File: config.mk
export PLATFORM = sky130hd
export DESIGN_NAME = audio_adc
export DESIGN_NICKNAME = d
export VERILOG_FILES = /design/src/rtl/audio_adc.sv
export SDC_FILE = /design/constraint.sdc
export NUM_CORES = 1
export LEC_CHECK = 0
export BUFFER_PORTS_ARGS = -buffer_cell sky130_fd_sc_hd__buf_4
export CAP_MARGIN = 5
export CORE_AREA = 2 2 204 106
export DETAILED_ROUTE_END_ITERATION = 7
export DIE_AREA = 0 0 206 108
export PLACE_DENSITY = 0.47
export SLEW_MARGIN = 20
export SYNTH_ARGS = -nofsm -noshare
export SYNTH_HDL_FRONTEND = slang
export SYNTH_SLANG_ARGS = --single-unit
File: constraint.sdc
create_clock -name clk -period 3.71 [get_ports clk]
set_input_delay 0.742 -clock clk [delete_from_list [all_inputs] [get_ports clk]]
set_output_delay 0.742 -clock clk [all_outputs]
set_load 0.02 [all_outputs]
File: src/rtl/audio_adc.sv
`default_nettype none
// +--------------------------------------------------------------------------+
// | Module      : audio_adc                                                  |
// | Description : Delta-sigma audio ADC back end. An external comparator and |
// |               RC integrator form the 1-bit modulator. This block         |
// |               synchronizes the comparator bit, returns it as feedback    |
// |               and decimates the bitstream with a 2nd-order CIC (sinc2)   |
// |               filter into unsigned WIDTH-bit samples. Samples are        |
// |               offered on a valid/ready handshake with a sticky overrun   |
// |               flag.                                                      |
// |                                                                          |
// | Ports       : clk             - single clock, rising edge                |
// |               reset_i         - asynchronous active-high reset           |
// |               enable_i        - conversion enable                        |
// |               cmp_i           - comparator output (async to clk)         |
// |               fb_o            - 1-bit feedback to the RC integrator      |
// |               sample_o        - decimated unsigned sample                |
// |               sample_valid_o  - sample_o holds an unconsumed sample      |
// |               sample_ready_i  - consumer accepts the sample              |
// |               overrun_o       - sticky: a sample was overwritten         |
// |               clear_overrun_i - synchronous clear of overrun_o           |
// |                                                                          |
// | Revision    : 1.0 - initial release                                      |
// +--------------------------------------------------------------------------+
module audio_adc #(
  parameter int WIDTH      = 8,
  parameter int DECIM_LOG2 = 8
) (
  input  logic             clk,
  input  logic             reset_i,
  input  logic             enable_i,
  input  logic             cmp_i,
  output logic             fb_o,
  output logic [WIDTH-1:0] sample_o,
  output logic             sample_valid_o,
  input  logic             sample_ready_i,
  output logic             overrun_o,
  input  logic             clear_overrun_i
);

  // Integrator / comb width. The sinc2 output spans 0..R^2, which needs
  // 2*DECIM_LOG2+1 bits; modulo arithmetic in the integrators is exact as
  // long as the combs use the same width.
  localparam int IW    = 2 * DECIM_LOG2 + 1;
  // Number of comb LSBs below the selected output field.
  localparam int SHIFT = 2 * DECIM_LOG2 - WIDTH;

  localparam logic [DECIM_LOG2-1:0] CNT_MAX   = {DECIM_LOG2{1'b1}};
  // Warm-up: two comb outputs are discarded, the third wrap loads a sample.
  localparam logic [1:0]            WARM_DONE = 2'd2;

  // --------------------------------------------------------------------
  // State
  // --------------------------------------------------------------------
  logic                  sync1_q,     sync1_d;
  logic                  sync2_q,     sync2_d;
  logic                  fb_q,        fb_d;
  logic [IW-1:0]         int1_q,      int1_d;
  logic [IW-1:0]         int2_q,      int2_d;
  logic [DECIM_LOG2-1:0] cnt_q,       cnt_d;
  logic [IW-1:0]         dly1_q,      dly1_d;
  logic [IW-1:0]         dly2_q,      dly2_d;
  logic [IW-1:0]         comb_q,      comb_d;
  logic [1:0]            warm_q,      warm_d;
  logic                  load_pend_q, load_pend_d;
  logic [WIDTH-1:0]      sample_q,    sample_d;
  logic                  valid_q,     valid_d;
  logic                  overrun_q,   overrun_d;

  // --------------------------------------------------------------------
  // Combinational helpers
  // --------------------------------------------------------------------
  logic             w_bit;
  logic             w_wrap;
  logic             w_load;
  logic             w_overwrite;
  logic [IW-1:0]    w_c1;
  logic [IW-1:0]    w_c2;
  logic [WIDTH-1:0] w_result;

  // Modulator bit is the output of the second synchronizer flop.
  assign w_bit  = sync2_q;
  assign w_wrap = enable_i && (cnt_q == CNT_MAX);

  // Comb stages evaluated against the previous decimated-rate values.
  assign w_c1 = int2_q - dly1_q;
  assign w_c2 = w_c1 - dly2_q;

  // A pending load is dropped if enable falls on the edge it would occur.
  assign w_load      = enable_i && load_pend_q;
  assign w_overwrite = w_load && valid_q && !sample_ready_i;

  // Full-scale input gives exactly R^2, whose only set bit is the MSB;
  // clamp it to all ones instead of wrapping to zero.
  always_comb begin
    w_result = comb_q[2*DECIM_LOG2-1 -: WIDTH];
    if (comb_q[2*DECIM_LOG2]) begin
      w_result = {WIDTH{1'b1}};
    end
  end

  // Comb LSBs below the output field only matter through the subtraction
  // borrows, so they are never read directly.
  generate
    if (SHIFT > 0) begin : g_comb_lsb_sink
      logic unused_comb_lsbs;
      assign unused_comb_lsbs = ^comb_q[SHIFT-1:0];
    end
  endgenerate

  // --------------------------------------------------------------------
  // Next-state logic
  // --------------------------------------------------------------------
  always_comb begin
    // Synchronizer and feedback run regardless of enable.
    sync1_d     = cmp_i;
    sync2_d     = sync1_q;
    fb_d        = sync2_q;

    int1_d      = int1_q;
    int2_d      = int2_q;
    cnt_d       = cnt_q;
    dly1_d      = dly1_q;
    dly2_d      = dly2_q;
    comb_d      = comb_q;
    warm_d      = warm_q;
    load_pend_d = 1'b0;
    sample_d    = sample_q;
    valid_d     = valid_q;

    if (!enable_i) begin
      // Disabled: flush the filter and warm-up so the next enable starts
      // from a clean state; the last sample stays visible on sample_o.
      int1_d  = '0;
      int2_d  = '0;
      cnt_d   = '0;
      dly1_d  = '0;
      dly2_d  = '0;
      comb_d  = '0;
      warm_d  = '0;
      valid_d = 1'b0;
    end else begin
      int1_d = int1_q + {{(IW-1){1'b0}}, w_bit};
      int2_d = int2_q + int1_q;
      // Natural DECIM_LOG2-bit wrap gives R-1 -> 0.
      cnt_d  = cnt_q + 1'b1;

      if (w_wrap) begin
        dly1_d = int2_q;
        dly2_d = w_c1;
        comb_d = w_c2;
        if (warm_q == WARM_DONE) begin
          load_pend_d = 1'b1;
        end else begin
          warm_d = warm_q + 2'd1;
        end
      end

      if (w_load) begin
        sample_d = w_result;
        valid_d  = 1'b1;
      end else if (valid_q && sample_ready_i) begin
        valid_d  = 1'b0;
      end
    end

    // Sticky overrun: an overwrite of an unaccepted sample beats a clear.
    overrun_d = overrun_q;
    if (w_overwrite) begin
      overrun_d = 1'b1;
    end else if (clear_overrun_i) begin
      overrun_d = 1'b0;
    end
  end

  // --------------------------------------------------------------------
  // Registers
  // --------------------------------------------------------------------
  always_ff @(posedge clk or posedge reset_i) begin
    if (reset_i) begin
      sync1_q     <= 1'b0;
      sync2_q     <= 1'b0;
      fb_q        <= 1'b0;
      int1_q      <= '0;
      int2_q      <= '0;
      cnt_q       <= '0;
      dly1_q      <= '0;
      dly2_q      <= '0;
      comb_q      <= '0;
      warm_q      <= '0;
      load_pend_q <= 1'b0;
      sample_q    <= '0;
      valid_q     <= 1'b0;
      overrun_q   <= 1'b0;
    end else begin
      sync1_q     <= sync1_d;
      sync2_q     <= sync2_d;
      fb_q        <= fb_d;
      int1_q      <= int1_d;
      int2_q      <= int2_d;
      cnt_q       <= cnt_d;
      dly1_q      <= dly1_d;
      dly2_q      <= dly2_d;
      comb_q      <= comb_d;
      warm_q      <= warm_d;
      load_pend_q <= load_pend_d;
      sample_q    <= sample_d;
      valid_q     <= valid_d;
      overrun_q   <= overrun_d;
    end
  end

  // All outputs come straight from flops; valid has no path from ready.
  assign fb_o           = fb_q;
  assign sample_o       = sample_q;
  assign sample_valid_o = valid_q;
  assign overrun_o      = overrun_q;

endmodule
`default_nettype wire

==> run_results.csv <==
group,metric,value,unit
run_status,status,"complete, no violations",
cells_and_area,finalNonFillerCells,964,
critical_path,cp_top_family,"compound AO/OA/AOI/OAI gates",
clocking,hold_buffers,0,
cells_and_area,fin_nets,745,
run,cap_viol_max_count,0,
critical_path,crit_chain,"inv_1 > ha_2 > fa_2 > nor2b_4 > o31a_1 > o21a_1 > o211ai_2 > nand2_2 > xnor2_4 > ha_4 > a211o_1 > a211o_1 > a31o_4 > o31ai_4 > xnor3_1 > o21ai_1",
routing,drt-met1-wl,6870,µm
placed_design,placed_area,6520,µm²
floorplanning,initial_core_util,29.8,%
synth,yosys-top-cells-count,"dfrtp_1 (101), nand2_1 (86), a21oi_1 (73)",
critical_path,worst_setup_path_start_kind,"register",
synth,synth_xor_area_share,7.45,%
clocking,ctsResizeCount,0,
timing,grt_setup_unrepaired,"yes",
critical_path,critical_path_class,"reg2reg",
timing,skew,0.00638,ns
pwr,p_leak,3.11,nW
cells_and_area,n_antenna_cell,0,
routing,met2_length,5440,µm
placed_design,place_hpwl,8880,µm
global_routing,grt_first_pass_wirelength,22000,µm
critical_path,arrival,3.92,ns
clocking,cts_tree,"done",
timing,tightest_slew,0.647,ns
cells_and_area,drive_gt1_share,10.3,%
global_routing,antenna_found_initial,0,
cells_and_area,multi_input_area,3300,µm²
critical_path,critical_path_buf_inv_count,1,
pwr,p_per_area,379,nW/µm²
synth,synth.mux.area_fraction,0.166,%
critical_path,cpPeakStageDelay,0.38,ns
clocking,clkSinkCount,101,
routing,ant_nets,0,
critical_path,path_max_fanout,4,
routing,post-route-drc-count,0,
synth,async_flop_share,100,%
placed_design,place.gp.congestion,0.792,
critical_path,required,3.99,ns
synth,syn_area,6050,µm²
floorplanning,die_h,108,µm
timing,max_freq,275,MHz
routing,dr.max_layer_used,"met4",
synth,yosysMostFrequentCell,"dfrtp_1",
synth,yosysUniqueCellTypes,63,
synth,ys.warnings.count,0,
clocking,clkLatencyLatePin,0.35,ns
cells_and_area,area_growth,14.3,%
timing,setup_viol,0,
placed_design,io_buffer_count,16,
synth,yosys-top-cells-area,"dfrtp_1 (42%), ha_1 (11%), a21oi_1 (6.0%), nand2_1 (5.3%), nor2_1 (4.3%)",
clocking,cts_buffers,9,
floorplanning,rows,37,
routing,wl_per_cell,13.2,µm
timing,slew_violations,0,
clocking,htreeDepth,3,
cells_and_area,fillCellCount,2085,
synth,synth_edf_count,0,
placed_design,dp.cells,948,
clocking,cts.path.max_buffers,2,
synth,yosysSeqAreaShare,41.8,%
clocking,root_buffer,"clkbuf_16",
global_routing,grt_pass1_vias,4429,
critical_path,crit_top_cell,"a211o_1",
floorplanning,coreArea,20300,µm²
routing,drtPass1Iterations,6,
synth,synthAdderAreaFrac,11.2,%
pwr,finalPower,2.62,mW
timing,postLayoutSetupSlackWorst,0.0729,ns
synth,yosys.area_share.simple,17.1,%
timing,period_share,98.0,%
global_routing,grt_max_degree,60,
pwr,vdd_drop_max,0.000234,V
synth,synth_top_family_by_area,"compound AO/OA/AOI/OAI gates",
synth,syn_area_per_cell,8.99,µm²
floorplanning,ios,17,
synth,postSynthCellCount,673,
routing,routed_wirelength,12800,µm
synth,synth_top_area_share,41.8,%
timing,period_minus_slack,3.64,ns
global_routing,track_usage,12.4,%
cells_and_area,final_util,34.1,%
cells_and_area,fin_area,6910,µm²
routing,wl_met3,320,µm
routing,via_per_inst,4.63,
synth,synth_ff_type,"dfrtp_1",
floorplanning,fp.dieArea,22200,µm²
cells_and_area,seq_area,2530,µm²
timing,report.final.hold_viol_count,0,
clocking,post_cts_buffers,0,
clocking,clk_pin_slew,0.07,ns
critical_path,crit_path_end_kind,"register",
synth,synth_compound_area_share,17.5,%
synth,synth_area_leader_cell,"dfrtp_1",
hold_path,hold_class,"reg2reg",
placed_design,pre_cts_ws,0.0453,ns
routing,vias,4468,
floorplanning,die_w,206,µm
routing,first_iter_violations,238,
synth,syn_nets,732,
global_routing,grt_overflow,0,
synth,ys_seq_elements,101,
critical_path,crit_slowest_cell,"dfrtp_1",
timing,relSlewSlack,56.8,%
-- final cells by class --
type | count | share of cell area, %
Sequential cell | 101 | 36.6
Clock buffer | 10 | 3.46
Inverter | 52 | 2.86
Multi-Input combinational cell | 496 | 47.7
Tap cell | 273 | 4.94
Timing Repair Buffer | 26 | 3.19
Clock inverter | 6 | 1.25
-- worst paths after layout --
check	from	to	slack, ns	cells past startpoint
worst min register to register	sync1_q	fb_d	0.36	0
max in group asynchronous	reset_i	dly1_q[9]	2.52	3
worst min-delay path	sync1_q	fb_d	0.36	0
min in group asynchronous	reset_i	sample_o[0]	0.45	2
worst max-delay path	int2_q[0]	comb_q[16]	0.07	16
worst max register to register	int2_q[0]	comb_q[16]	0.07	16
-- layout by cell type (no fill, tap or decap), drive strengths merged, types with 3 or more instances in the layout --
cell and instances:
xor2 26, and3 9, nor2 70, a31oi 3, a21o 8, a211oi 8, or3 5, and2 10
a21oi 74, o31a 3, nand2 87, o21a 8, buf 26, or2 4, o21bai 8, ha 51
xnor2 22, nand2b 5, nand3 21, o221ai 3, nor3 7, clkinv 3, o211ai 4, nor2b 4
inv 52, clkbuf 10, dfrtp 101, o21ai 26, nand4 4
-- where the power goes --
part	switching, mW	internal, mW	leakage, nW
clock	0.423	0.609	0.158
sequential	0.00951	1.11	1.40
combinational	0.260	0.208	1.55
-- routing by layer --
metal	global-route usage [%]	up-vias
li1	-	2317
met1	17.3	2111
met2	19.4	30
met3	2.80	10
met4	3.21	0
met5	0	-
-- flip-flops by register name, indices dropped and copies added (netlist names) --
register / cells
cnt_q: 8
dly1_q: 17
warm_q: 2
overrun_o: 1
sample_o: 8
comb_q: 9
int1_q: 17
fb_d: 1
sample_valid_o: 1
sync1_q: 1
int2_q: 17
fb_o: 1
load_pend_q: 1
dly2_q: 17
-- cells by family (layout without fill, tap and decap cells) --
kind of cell / count (synthesis) / count (layout)
multiplexers: 1 / 1
AO/OA/AOI/OAI: 163 / 163
AND/OR/NAND/NOR: 230 / 230
buffers and inverters: 76 / 94
flip-flops: 101 / 101
XOR/XNOR: 49 / 49
adder cells (fa/ha/maj): 53 / 53
-- metrics by stage --
stage / hold slack [ns] / setup TNS [ns]
final: 0.355 / 0
after global routing: 0.370 / -0.145
after CTS: 0.359 / 0
after detailed placement: 0.343 / 0
after global placement: 0.334 / 0
after floorplan: 0.331 / 0
Power figures use the tool's default switching activity.
